File: config.mk
export PLATFORM = sky130hd
export DESIGN_NAME = capture_dump_reader
export DESIGN_NICKNAME = d
export VERILOG_FILES = /design/src/rtl/capture_dump_reader.sv
export SDC_FILE = /design/constraint.sdc
export NUM_CORES = 1
export LEC_CHECK = 0
export ABC_AREA = 1
export BUFFER_PORTS_ARGS = -buffer_cell sky130_fd_sc_hd__buf_4
export CORE_ASPECT_RATIO = 0.8
export CORE_MARGIN = 3
export CORE_UTILIZATION = 50
export CTS_CLUSTER_SIZE = 16
export DETAILED_ROUTE_END_ITERATION = 7
export GPL_ROUTABILITY_DRIVEN = 0
export HOLD_SLACK_MARGIN = 0.06
export PLACE_DENSITY = 0.74
export SLEW_MARGIN = 20
export SYNTH_ARGS = -nofsm -noshare
export SYNTH_HDL_FRONTEND = slang
export SYNTH_SLANG_ARGS = --single-unit
File: constraint.sdc
create_clock -name clk -period 4.2 [get_ports clk]
set_input_delay 0.63 -clock clk [delete_from_list [all_inputs] [get_ports clk]]
set_output_delay 0.63 -clock clk [all_outputs]
set_load 0.03 [all_outputs]
File: src/rtl/capture_dump_reader.sv
`default_nettype none
// ============================================================================
// Module   : capture_dump_reader
// Purpose  : Reads a window of samples out of the logic-analyzer capture RAM,
//            oldest first with address wrap-around, and serializes them into
//            a byte stream with valid/ready handshaking. Each frame is a
//            2-byte big-endian sample-count header followed by every sample,
//            zero-extended to SAMPLE_BYTES bytes and sent MSB byte first.
// Ports    : clk, rst            - clock, synchronous active-high reset
//            start               - begin a dump (honoured only when idle)
//            start_addr          - RAM address of the oldest sample
//            sample_count        - samples to send (clamped to RAM depth)
//            busy, done          - dump in progress / one-cycle end pulse
//            ram_rd_en/addr/data - capture RAM read port (1-cycle latency)
//            m_tdata/tvalid/tready/tlast - output byte stream
// Revision : 1.0 - initial release
// ============================================================================
module capture_dump_reader #(
  parameter int DATA_WIDTH   = 34,
  parameter int ADDR_WIDTH   = 12,
  parameter int SAMPLE_BYTES = 5
) (
  input  logic                  clk,
  input  logic                  rst,
  input  logic                  start,
  input  logic [ADDR_WIDTH-1:0] start_addr,
  input  logic [ADDR_WIDTH:0]   sample_count,
  output logic                  busy,
  output logic                  done,
  output logic                  ram_rd_en,
  output logic [ADDR_WIDTH-1:0] ram_rd_addr,
  input  logic [DATA_WIDTH-1:0] ram_rd_data,
  output logic [7:0]            m_tdata,
  output logic                  m_tvalid,
  input  logic                  m_tready,
  output logic                  m_tlast
);

  localparam int c_shift_w = SAMPLE_BYTES * 8;
  localparam int c_bidx_w  = (SAMPLE_BYTES > 1) ? $clog2(SAMPLE_BYTES) : 1;
  localparam logic [c_bidx_w-1:0]   c_last_byte = c_bidx_w'(SAMPLE_BYTES - 1);
  localparam logic [ADDR_WIDTH:0]   c_max_count = {1'b1, {ADDR_WIDTH{1'b0}}};

  typedef enum logic [2:0] {
    S_IDLE = 3'd0,
    S_HDR0 = 3'd1,
    S_HDR1 = 3'd2,
    S_RD   = 3'd3,
    S_LAT  = 3'd4,
    S_SEND = 3'd5,
    S_DONE = 3'd6
  } state_t;

  state_t                  r_state;
  state_t                  w_next;
  logic [ADDR_WIDTH:0]     r_count;      // effective (clamped) count, for the header
  logic [ADDR_WIDTH:0]     r_remain;     // samples not yet read from RAM
  logic [ADDR_WIDTH-1:0]   r_addr;       // next RAM address to read
  logic [c_shift_w-1:0]    r_shift;      // current sample, MSB byte at the top
  logic [c_bidx_w-1:0]     r_byte;       // index of the byte being offered
  logic [c_shift_w-1:0]    w_sample_ext;
  logic [ADDR_WIDTH:0]     w_clamped;
  logic [31:0]             w_count32;
  logic [15:0]             w_hdr;
  logic                    w_last_byte;

  // Zero-extend the RAM word to a whole number of stream bytes.
  generate
    if (c_shift_w > DATA_WIDTH) begin : g_ext_pad
      assign w_sample_ext = {{(c_shift_w - DATA_WIDTH){1'b0}}, ram_rd_data};
    end else begin : g_ext_exact
      assign w_sample_ext = ram_rd_data[c_shift_w-1:0];
    end
  endgenerate

  assign w_clamped   = (sample_count > c_max_count) ? c_max_count : sample_count;
  // Header is the count as 16 bits; widen first so any ADDR_WIDTH works.
  assign w_count32   = 32'(r_count);
  assign w_hdr       = w_count32[15:0];
  assign w_last_byte = (r_byte == c_last_byte);
  assign ram_rd_addr = r_addr;

  // Next-state and outputs. All outputs are functions of registered state
  // only, so m_tvalid never depends on m_tready.
  always_comb begin
    w_next    = r_state;
    busy      = 1'b0;
    done      = 1'b0;
    ram_rd_en = 1'b0;
    m_tvalid  = 1'b0;
    m_tdata   = 8'h00;
    m_tlast   = 1'b0;
    case (r_state)
      S_IDLE: begin
        if (start) w_next = S_HDR0;
      end
      S_HDR0: begin
        busy     = 1'b1;
        m_tvalid = 1'b1;
        m_tdata  = w_hdr[15:8];
        if (m_tready) w_next = S_HDR1;
      end
      S_HDR1: begin
        busy     = 1'b1;
        m_tvalid = 1'b1;
        m_tdata  = w_hdr[7:0];
        m_tlast  = (r_count == '0);
        if (m_tready) w_next = (r_count != '0) ? S_RD : S_DONE;
      end
      S_RD: begin
        busy      = 1'b1;
        ram_rd_en = 1'b1;
        w_next    = S_LAT;
      end
      S_LAT: begin
        busy   = 1'b1;
        w_next = S_SEND;
      end
      S_SEND: begin
        busy     = 1'b1;
        m_tvalid = 1'b1;
        m_tdata  = r_shift[c_shift_w-1 -: 8];
        // r_remain is already decremented for this sample, so zero means last.
        m_tlast  = w_last_byte && (r_remain == '0);
        if (m_tready && w_last_byte) w_next = (r_remain != '0) ? S_RD : S_DONE;
      end
      S_DONE: begin
        done   = 1'b1;
        w_next = S_IDLE;
      end
      default: begin
        w_next = S_IDLE;
      end
    endcase
  end

  always_ff @(posedge clk) begin
    if (rst) begin
      r_state  <= S_IDLE;
      r_count  <= '0;
      r_remain <= '0;
      r_addr   <= '0;
      r_shift  <= '0;
      r_byte   <= '0;
    end else begin
      r_state <= w_next;
      case (r_state)
        S_IDLE: begin
          if (start) begin
            r_count  <= w_clamped;
            r_remain <= w_clamped;
            r_addr   <= start_addr;
          end
        end
        S_RD: begin
          // Natural overflow of r_addr gives the modulo-depth wrap.
          r_addr   <= r_addr + 1'b1;
          r_remain <= r_remain - 1'b1;
        end
        S_LAT: begin
          r_shift <= w_sample_ext;
          r_byte  <= '0;
        end
        S_SEND: begin
          if (m_tready) begin
            r_shift <= r_shift << 8;
            r_byte  <= r_byte + 1'b1;
          end
        end
        default: begin
        end
      endcase
    end
  end

endmodule
`default_nettype wire

==> results.ini <==
[drt]
wl_per_cell_um=14.0
via_per_inst=5.49
ant_nets=0
drt-initial-drc-count=269
totalWireLength_um=10900
drc=0
dr.pass1.iters=5
vias=4284

[clock_network]
cts-buffers-inserted=9
clk_pin_slew_ps=80
cts_resized=0
insertion_delay_ps=340
cts_tree=done
cts_setup_buffers=0
cts_max_level=3
cts_buffer_depth=2
cts.sinks=84
postCtsHoldBufs=0
cts_root_buffer=clkbuf_8

[setup_path]
reg2reg_depth=8
critPathCaptureType=output pin
path_class=flip-flop to output pin
r2r_setup_slack_ps=1530
cp.required_ps=3570
start_kind=flip-flop
arrival_ps=2500
cp_max_fo=45

[finish]
postLayoutCoreUtil_pct=64.8
fin_area_sq_mm=0.00497
area_growth_pct=21.1
fillers=678
diodes=0
drive_above_1_share_pct=17.6
fin_nets=737

[hold_path]
hold_depth=2
hold_class=flip-flop to flip-flop

[placed_design]
portBuffers=87
placed_cell_area_sq_mm=0.00474
hpwl_um=7730
pre_cts_ws_ps=1460

[global_route]
grt-ovfl-total=0
grt_pass1_wl_um=18000
antenna_found_initial=0
first_global_vias=3800
grt_max_degree=62
track_usage_pct=23.8

[sta]
max_freq_mhz=320
min_period_ps=3130
worst_clock_skew_ps=9.41
setup_viol=0
hold_viol=0
report.final.slew_viol_count=0
fin_crit_sh_pct=74.5
rsz0062_at_grt=false
slew_headroom_pct=27.6
tightest_slew_ps=1080
fin_setup_tns_ps=0
setup_slack_ps=1070

[floorplan]
die_y_um=87.0
die_area_sq_mm=0.00934
io_pins=88
coreArea_sq_mm=0.00767
num_rows=28
dieWidth_um=107
start_util_pct=53.5

[yosys]
synth_cell_types=34
syn-cell-area_sq_mm=0.00410
ys_warn_count=0
yosysMostFrequentCell=nand2_1
synth_ff_type=dfxtp_1
synth.top_cell.area_share_pct=41.0
ys_ff_latch=84
syn_inst=604
syn_avg_cell_area_sq_um=6.79
yosys.area.top_type=dfxtp_1
netlist_top_cells_count=173 x nand2_1, 84 x dfxtp_1, 47 x nand3_1, 47 x nor2_1, 46 x o21ai_0
synth_nets=671
ys_seq_area_share_pct=41.0
synth_edf_count=0
synthTopCellsByArea=dfxtp_1 41%, nand2_1 16%, a31oi_1 6.1%
async_reset_ff_share_pct=0

[job]
drv_cap=0

[pwr]
p_total_w=0.00275
p_per_area_mw_per_mm2=553
peakVddDrop_v=0.000561
p_leak_nw=2.13

[run_status]
outcome=complete, no violations

worst paths after layout:
kind / to / startpoint
worst max-delay path: m_tlast / r_state[2]
worst min-delay path: r_count[1] / r_count[1]
worst max register to register: ram_rd_addr[3] / r_state[0]
worst min register to register: r_count[1] / r_count[1]
layout by cell type (no fill, tap or decap), types with 5 or more instances in the layout:
master,count
a21oi_1,42
a31oi_1,40
buf_4,88
clkbuf_8,9
dfxtp_1,84
inv_1,35
inv_2,9
nand2_1,173
nand3_1,47
nor2_1,47
nor3_1,7
o211ai_1,6
o21ai_0,46
o21ai_1,5
flip-flops by register name (all words and copies together), names as in the netlist:
name and flops:
r_shift 40, r_count 13, r_remain 13, ram_rd_addr 12
r_byte 3, r_state 3
cells by family after synthesis:
family	after synthesis	synth area share [%]
xor gates and xnor gates	3	0.640
DFF	84	41.0
buffers and inverters	78	7.96
AOI/OAI and AO/OA	147	20.1
adders and majority gates	4	1.22
and+or+nand+nor	288	29.1
routing by layer:
layer / track usage (%) / routed length (um) / vias up / share of wire, %
met2: 36.8 / 4730 / 156 / 43
met1: 34.9 / 5280 / 1969 / 48
met3: 4.15 / 835 / 8 / 7.7
met5: 0 / 0 / - / 0
li1: - / - / 2151 / -
met4: 4.88 / 72 / 0 / 0.66
through the flow:
step / cells / hold slack, ps
after floorplan: 604 / 440
final: 780 / 467
after global routing: 780 / 493
after detailed placement: 763 / 457
after global placement: 763 / 450
after CTS: 779 / 470
worst max-delay path: stages (launching register included):
cell     delay [ps]
dfxtp_1         600
nand3_1         130
buf_4           250
inv_2           550
nand4_1         200
o21ai_0         220
buf_4           200
power breakdown:
group	internal [W]	switching, W	total (W)
Sequential	0.000953	0.000128	0.00108
Clock	0.000278	0.000301	0.000578
Combinational	0.000370	0.000719	0.00109
area by class of cell:
cell class / instances / area [sq um] / share of cell area [%]
Multi-Input combinational cell: 442 / 2100 / 42.3
Sequential cell: 84 / 1680 / 33.8
Timing Repair Buffer: 89 / 688 / 13.8
Inverter: 44 / 165 / 3.32
Tap cell: 105 / 131 / 2.64
Clock buffer: 9 / 124 / 2.49
Clock inverter: 7 / 76.3 / 1.54
Note: power is estimated with default switching activity, not from simulation.
